$ cat src/rtl/reg_wb_arbiter_pkg.sv
// rtl/reg_wb_arbiter_pkg.sv - shared widths and writeback request type for the writeback arbiter
package reg_wb_arbiter_pkg;

    localparam int DATA_WIDTH     = 32;
    localparam int REG_ADDR_WIDTH = 5;
    localparam int NUM_REGS       = 2 ** REG_ADDR_WIDTH;

    typedef struct packed {
        logic [REG_ADDR_WIDTH-1:0] rd;
        logic [DATA_WIDTH-1:0]     data;
    } wb_req_t;

endpackage

$ cat src/rtl/reg_scoreboard.sv
// rtl/reg_scoreboard.sv - busy bit per register for outstanding load destinations
module reg_scoreboard
    import reg_wb_arbiter_pkg::*;
(
    input  logic                      clk,
    input  logic                      rst_n,
    input  logic                      i_set_valid,
    input  logic [REG_ADDR_WIDTH-1:0] i_set_rd,
    input  logic                      i_clr_valid,
    input  logic [REG_ADDR_WIDTH-1:0] i_clr_rd,
    input  logic [REG_ADDR_WIDTH-1:0] i_rs1_addr,
    input  logic [REG_ADDR_WIDTH-1:0] i_rs2_addr,
    output logic                      o_rs1_busy,
    output logic                      o_rs2_busy
);

    logic [NUM_REGS-1:0] r_busy;
    logic [NUM_REGS-1:0] w_busy_next;

    // Set is applied after clear so a freshly issued load keeps the bit high.
    always_comb begin
        w_busy_next = r_busy;
        if (i_clr_valid) begin
            w_busy_next[i_clr_rd] = 1'b0;
        end
        if (i_set_valid && (i_set_rd != '0)) begin
            w_busy_next[i_set_rd] = 1'b1;
        end
    end

    always_ff @(posedge clk or negedge rst_n) begin
        if (!rst_n) begin
            r_busy <= '0;
        end else begin
            r_busy <= w_busy_next;
        end
    end

    assign o_rs1_busy = r_busy[i_rs1_addr];
    assign o_rs2_busy = r_busy[i_rs2_addr];

endmodule

$ cat src/rtl/reg_wb_arbiter.sv
// rtl/reg_wb_arbiter.sv - round-robin EXE/MEM writeback arbiter; WB_SCOREBOARD_EN builds the load scoreboard
module reg_wb_arbiter
    import reg_wb_arbiter_pkg::*;
(
    input  logic                      clk,
    input  logic                      rst_n,
    input  logic                      exe_valid,
    output logic                      exe_ready,
    input  logic [REG_ADDR_WIDTH-1:0] exe_rd,
    input  logic [DATA_WIDTH-1:0]     exe_data,
    input  logic                      mem_valid,
    output logic                      mem_ready,
    input  logic [REG_ADDR_WIDTH-1:0] mem_rd,
    input  logic [DATA_WIDTH-1:0]     mem_data,
    output logic                      wr_en,
    output logic [REG_ADDR_WIDTH-1:0] wr_addr,
    output logic [DATA_WIDTH-1:0]     wr_data,
    input  logic                      sb_set_valid,
    input  logic [REG_ADDR_WIDTH-1:0] sb_set_rd,
    input  logic [REG_ADDR_WIDTH-1:0] rs1_addr,
    input  logic [REG_ADDR_WIDTH-1:0] rs2_addr,
    output logic                      rs1_busy,
    output logic                      rs2_busy
);

    logic    r_rr_ptr;
    logic    w_contended;
    logic    w_grant_exe;
    logic    w_grant_mem;
    wb_req_t w_exe_req;
    wb_req_t w_mem_req;
    wb_req_t w_win_req;

    assign w_exe_req   = {exe_rd, exe_data};
    assign w_mem_req   = {mem_rd, mem_data};
    assign w_contended = exe_valid && mem_valid;
    assign w_grant_exe = exe_valid && (!mem_valid || !r_rr_ptr);
    assign w_grant_mem = mem_valid && (!exe_valid || r_rr_ptr);
    assign exe_ready   = w_grant_exe;
    assign mem_ready   = w_grant_mem;
    assign w_win_req   = w_grant_mem ? w_mem_req : w_exe_req;

    always_ff @(posedge clk or negedge rst_n) begin
        if (!rst_n) begin
            r_rr_ptr <= 1'b0;
        end else if (w_contended) begin
            r_rr_ptr <= ~r_rr_ptr;
        end
    end

    // Writes to x0 are accepted but never reach the register file.
    always_ff @(posedge clk or negedge rst_n) begin
        if (!rst_n) begin
            wr_en   <= 1'b0;
            wr_addr <= '0;
            wr_data <= '0;
        end else if ((w_grant_exe || w_grant_mem) && (w_win_req.rd != '0)) begin
            wr_en   <= 1'b1;
            wr_addr <= w_win_req.rd;
            wr_data <= w_win_req.data;
        end else begin
            wr_en   <= 1'b0;
        end
    end

`ifdef WB_SCOREBOARD_EN
    reg_scoreboard u_scoreboard (
        .clk         (clk),
        .rst_n       (rst_n),
        .i_set_valid (sb_set_valid),
        .i_set_rd    (sb_set_rd),
        .i_clr_valid (w_grant_mem),
        .i_clr_rd    (mem_rd),
        .i_rs1_addr  (rs1_addr),
        .i_rs2_addr  (rs2_addr),
        .o_rs1_busy  (rs1_busy),
        .o_rs2_busy  (rs2_busy)
    );
`else
    logic w_sb_unused;
    assign w_sb_unused = ^{sb_set_valid, sb_set_rd, rs1_addr, rs2_addr};
    assign rs1_busy    = 1'b0;
    assign rs2_busy    = 1'b0;
`endif

endmodule

$ cat config.mk
export PLATFORM = sky130hd
export DESIGN_NAME = reg_wb_arbiter
export DESIGN_NICKNAME = d
export VERILOG_FILES = /design/src/rtl/reg_wb_arbiter_pkg.sv /design/src/rtl/reg_scoreboard.sv /design/src/rtl/reg_wb_arbiter.sv
export SDC_FILE = /design/constraint.sdc
export NUM_CORES = 1
export LEC_CHECK = 0
export CAP_MARGIN = 5
export CORE_AREA = 2 2 83 77
export CTS_CLUSTER_SIZE = 16
export DETAILED_ROUTE_END_ITERATION = 8
export DIE_AREA = 0 0 85 79
export GPL_TIMING_DRIVEN = 1
export PLACE_DENSITY = 0.81
export SYNTH_ARGS = -nofsm -noshare
export SYNTH_HDL_FRONTEND = slang
export SYNTH_HIERARCHICAL = 1
export SYNTH_SLANG_ARGS = --single-unit
$ cat constraint.sdc
create_clock -name clk -period 2.36 [get_ports clk]
set_input_delay 0.472 -clock clk [delete_from_list [all_inputs] [get_ports clk]]
set_output_delay 0.472 -clock clk [all_outputs]
set_load 0.05 [all_outputs]
Word level (Yosys, flattened, before mapping)
Index checks and enable logic that the tools add are counted.
Widths: inputs -> output; s select.
Operators by class
  add/sub/neg operators: 0
  multipliers: 0
  divide/modulo/power cells: 0
  order comparisons: 0
  equality and inequality tests: 0
  shift-type cells: 0
  multiplexer cells: 2
  bitwise operators: 1
  reduce and logical (&&, ||, !) cells: 11
Operators by type and width (count)
  $mux 37: 1
  $reduce_bool 5->1: 1
  $logic_and 1x1->1: 4
  $logic_not 1->1: 3
  $logic_or 1x1->1: 3
  $mux 1: 1
  $not 1->1: 1
Storage, ports and cells
  register bits: 39
  bits in latches: 0
  bits in writable memories: 0
  memory bits (read-only): 0
  input port bits: 94
  output and inout bits: 42
  logic and storage cells: 18
  memories: 0

Longest topological paths before layout
  depth in word-level cells: 7
  depth in mapped cells: 7
  depth with buffers taken out: 5

Least setup slack after synthesis
Ideal clock, no wire load.
  path type: in2reg
  start: input port exe_valid
  end: register wr_addr[1]
  library setup time: 0.125 ns
  arrival: 2.707 ns
  data required time: 2.235 ns
  setup slack: -0.472 ns
  stages on the path: 5
  path buffers: 1
  cell sequence: a21boi_0 o21ai_2 o21ai_2 buf_6 mux2_4
Between the ends
  longest elaborated chain between the ends: 6
  elaborated cells between the ends (all ways): 8
  classes of those cells: mux (1); reduce/logical (7)
Ends and longest elaborated chain
  start: declaration: line reg_wb_arbiter.sv:7  | input logic exe_valid,
  $logic_not 1->1: line reg_wb_arbiter.sv:38  | assign w_grant_mem = mem_valid && (!exe_valid || r_rr_ptr);
  $logic_or 1x1->1: line reg_wb_arbiter.sv:38
  $logic_and 1x1->1: line reg_wb_arbiter.sv:38
  $mux 37: line reg_wb_arbiter.sv:41  | assign w_win_req = w_grant_mem ? w_mem_req : w_exe_req;
  $reduce_bool 5->1: line reg_wb_arbiter.sv:57  | end else if ((w_grant_exe || w_grant_mem) && (w_win_req.rd != '0)) begin
  $logic_and 1x1->1: line reg_wb_arbiter.sv:57
  end signal: assignment: line reg_wb_arbiter.sv:59  | wr_addr <= w_win_req.rd;
  end: declaration: line reg_wb_arbiter.sv:16  | output logic [REG_ADDR_WIDTH-1:0] wr_addr,
Parallel ways exist; a longest one is shown, timed or not.
A chain may end at the register's enable or synchronous reset.

Worst setup path after layout
  start: input port exe_valid
  end: output port mem_ready
Between the ends
  longest elaborated chain between the ends: 3
Ends and longest elaborated chain
  $logic_not 1->1: line reg_wb_arbiter.sv:38
  $logic_or 1x1->1: line reg_wb_arbiter.sv:38
  $logic_and 1x1->1: line reg_wb_arbiter.sv:38
  end: declaration: line reg_wb_arbiter.sv:12  | output logic mem_ready,
No other way between the ends.

==> summary.md <==
| Metric | Value |
|---|---|
| Distinct cells, synth | `17` |
| Top Ports | `136` |
| Syn Inst Count | `135` |
| Synth top area cells | `dfrtp_1 (47%), mux2_2 (24%), mux2_4 (21%)` |
| Sequential share of the synthesized area | `47.4%` |
| Post-Route Setup TNS | `0 ps` |
| Clk Latency, worst-skew pair | `280 ps` |
| Post-DP HPWL | `3640 um` |
| CTS Buf Count | `5` |
| CP Max Fanout | `4` |
| Resized Gates After CTS | `0` |
| Prevailing post-synth register cell | `dfrtp_1` |
| Max IR drop VDD | `0.444 mV` |
| Top cell by count, worst path | `inv_1` |
| FF+latch count, synth | `39` |
| Dpl cell area | `0.00337 mm2` |
| Number of global-route vias before repair | `1702` |
| Initial antenna violation count | `0` |
| Worst path arrival time | `1640 ps` |
| Final Hold Fails | `0` |
| Hold buffer count at CTS | `0` |
| Max Slew Vio Count | `0` |
| P_leak | `1.47 nW` |
| Cell taking the most area after synthesis | `dfrtp_1` |
| Status | `completed` |
| Worst Tran Pin Value | `864 ps` |
| Count leader, synth | `mux2_2` |
| Die ar. | `0.00672 mm2` |
| Syn avg cell area | `15.3 um2` |
| Clock transition at the registers of the reported paths | `80 ps` |
| Slowest-stage cell, CP | `clkdlybuf4s50_1` |
| First-pass GRT wire length | `7940 um` |
| CTS Buffer Depth | `2` |
| Initial DRC count | `37` |
| Synth cell count leaders | `mux2_2 (43), dfrtp_1 (39), mux2_4 (29), buf_2 (4)` |
| Nets@finish | `350` |
| CTS tree | `done` |
| Finished Cell Area | `0.00344 mm2` |
| Slew HR | `42.4%` |
| Gr ovfl total | `0` |
| PwrDens | `1010 mW/mm2` |
| Area grow syn2layout | `67.1%` |
| IO buf count | `117` |
| CTS Sinks | `39` |
| Initial Util | `34.8%` |
| Core area | `0.00591 mm2` |
| Crit-path max cell delay | `490 ps` |
| Clock Skew | `12.6 ps` |
| GP Congestion | `0.838` |
| Die height | `79 um` |
| Die Wd | `85 um` |
| GRT Total Usage | `14.8%` |
| Share of the synthesized area in the top cell type | `47.4%` |
| Largest net degree at the start of global routing | `40` |
| Max_cap viols | `0` |
| Pre-Repair DR Iteration Count | `2` |
| Yosys warnings | `6` |
| Ant. Diodes | `0` |
| Post-synth EDFFs | `0` |
| Critical path startpoint category | `input port` |
| Per-cell routed wire length | `14.3 um` |
| Drt drc | `0` |
| Vias | `1541` |
| Layout cells sized above 1 | `34.9%` |
| DR vias/cell | `4.71` |
| Core Rows | `27` |
| Worst Hold Class | `in -> async` |
| Critical path endpoint category | `output port` |
| DRT Wirelength | `4680 um` |
| Mapped cell area | `0.00206 mm2` |
| CTS root buf | `clkbuf_8` |
| Post-CTS Setup Inserts | `0` |
| Kind of critical path | `in -> out` |
| Post-route ant nets | `0` |
| Min Tclk post-route | `2110 ps` |
| Worst-path cell chain | `clkdlybuf4s50_1, inv_1, o21ai_4, inv_1, buf_4` |
| Asr flop ratio synth | `100%` |
| Period utilisation layout | `89.6%` |
| H-tree depth | `2` |
| Final Setup Violations | `0` |
| Critical Path RT | `1890 ps` |
| RSZ-0062 raised after global routing | `false` |
| Fmax | `473 MHz` |
==> path summary, 6_finish.rpt <==
| kind | start | end | slack (ps) | cells past startpoint |
|---|---|---|---|---|
| max | exe_valid | mem_ready | 250 | 5 |
| min | rst_n | r_rr_ptr$_DFFE_PN0P_ | 300 | 1 |
| max reg2reg | r_rr_ptr$_DFFE_PN0P_ | wr_data[3]$_DFFE_PN0P_ | 710 | 4 |
| min reg2reg | wr_data[29]$_DFFE_PN0P_ | wr_data[29]$_DFFE_PN0P_ | 510 | 1 |
| max in group asynchronous | rst_n | wr_data[8]$_DFFE_PN0P_ | 1510 | 1 |
| min in group clk | wr_data[29]$_DFFE_PN0P_ | wr_data[29]$_DFFE_PN0P_ | 510 | 1 |
==> critical path: cells and delay by family <==
kind,cells,cell delay [ps]
buffers and inverters,4,890
AOI/OAI and AO/OA,1,270
==> stage by stage <==
| step | cells | hold slack (ps) | power [mW] | utilization, % | worst slack [ps] |
|---|---|---|---|---|---|
| 6_report | 327 | 296 | 3.49 | 58.2 | 245 |
| 5_1_grt | 327 | 358 | 3.66 | 58.2 | 159 |
| 4_1_cts | 327 | 323 | 3.54 | 58.2 | 233 |
| 3_5_place_dp | 321 | 491 | 3.11 | 57.0 | -15.8 |
| 3_3_place_gp | 321 | 489 | 3.09 | 57.0 | -7.20 |
| 2_1_floorplan | 136 | 176 | 2.38 | - | 355 |
==> cell type report <==
type	instances	area, um2
Fill cell	497	2470
Inverter	3	11.3
Tap cell	72	90.1
Multi-Input combinational cell	85	1030
Sequential cell	39	976
Clock buffer	6	72.6
Timing Repair Buffer	122	1260
==> layer usage <==
metal	global-route usage, %	vias up	wire (um)	part of all wire [%]
li1	-	720	-	-
met1	16.6	744	1840	39
met2	25.2	73	2240	48
met3	7.07	4	574	12
met4	3.81	0	31	0.66
met5	0	-	0	0
==> power by group <==
group          internal [mW]  switching (mW)
combinational          0.931            1.14
sequential             0.888           0.129
clock                  0.197           0.201
==> kinds of logic (layout without fill, tap and decap cells) <==
logic type             count (synthesis)  in the layout  share of synthesized area (%)
multiplexers                          72             72                           44.7
AO/OA/AOI/OAI                          6              6                           2.37
AND/OR/NAND/NOR                        4              4                           1.09
other                                  1              2                          0.182
buffers and inverters                 12            131                           3.89
flip-flops                            39             39                           47.4
XOR/XNOR                               1              1                          0.425
==> placed cells by master (no fill, tap or decap) <==
cell | netlist | routed
or4_1 | 2 | 2
conb_1 | 1 | 2
mux2_4 | 29 | 29
nor2_1 | 1 | 1
o21ai_2 | 2 | 1
clkbuf_1 | 0 | 1
a221oi_1 | 1 | 1
buf_12 | 0 | 5
inv_1 | 3 | 3
xnor2_1 | 1 | 1
clkbuf_8 | 0 | 5
a221o_1 | 1 | 1
o21ai_4 | 0 | 2
buf_4 | 2 | 2
a21boi_2 | 0 | 1
buf_2 | 4 | 1
mux2_2 | 43 | 43
clkdlybuf4s50_1 | 0 | 114
nand2_1 | 1 | 1
dfrtp_1 | 39 | 39
==> flip-flops by register name (all words and copies together), names as in the netlist <==
name,cells
wr_addr,5
r_rr_ptr,1
wr_en,1
wr_data,32
Note: power is estimated with default switching activity, not from simulation.
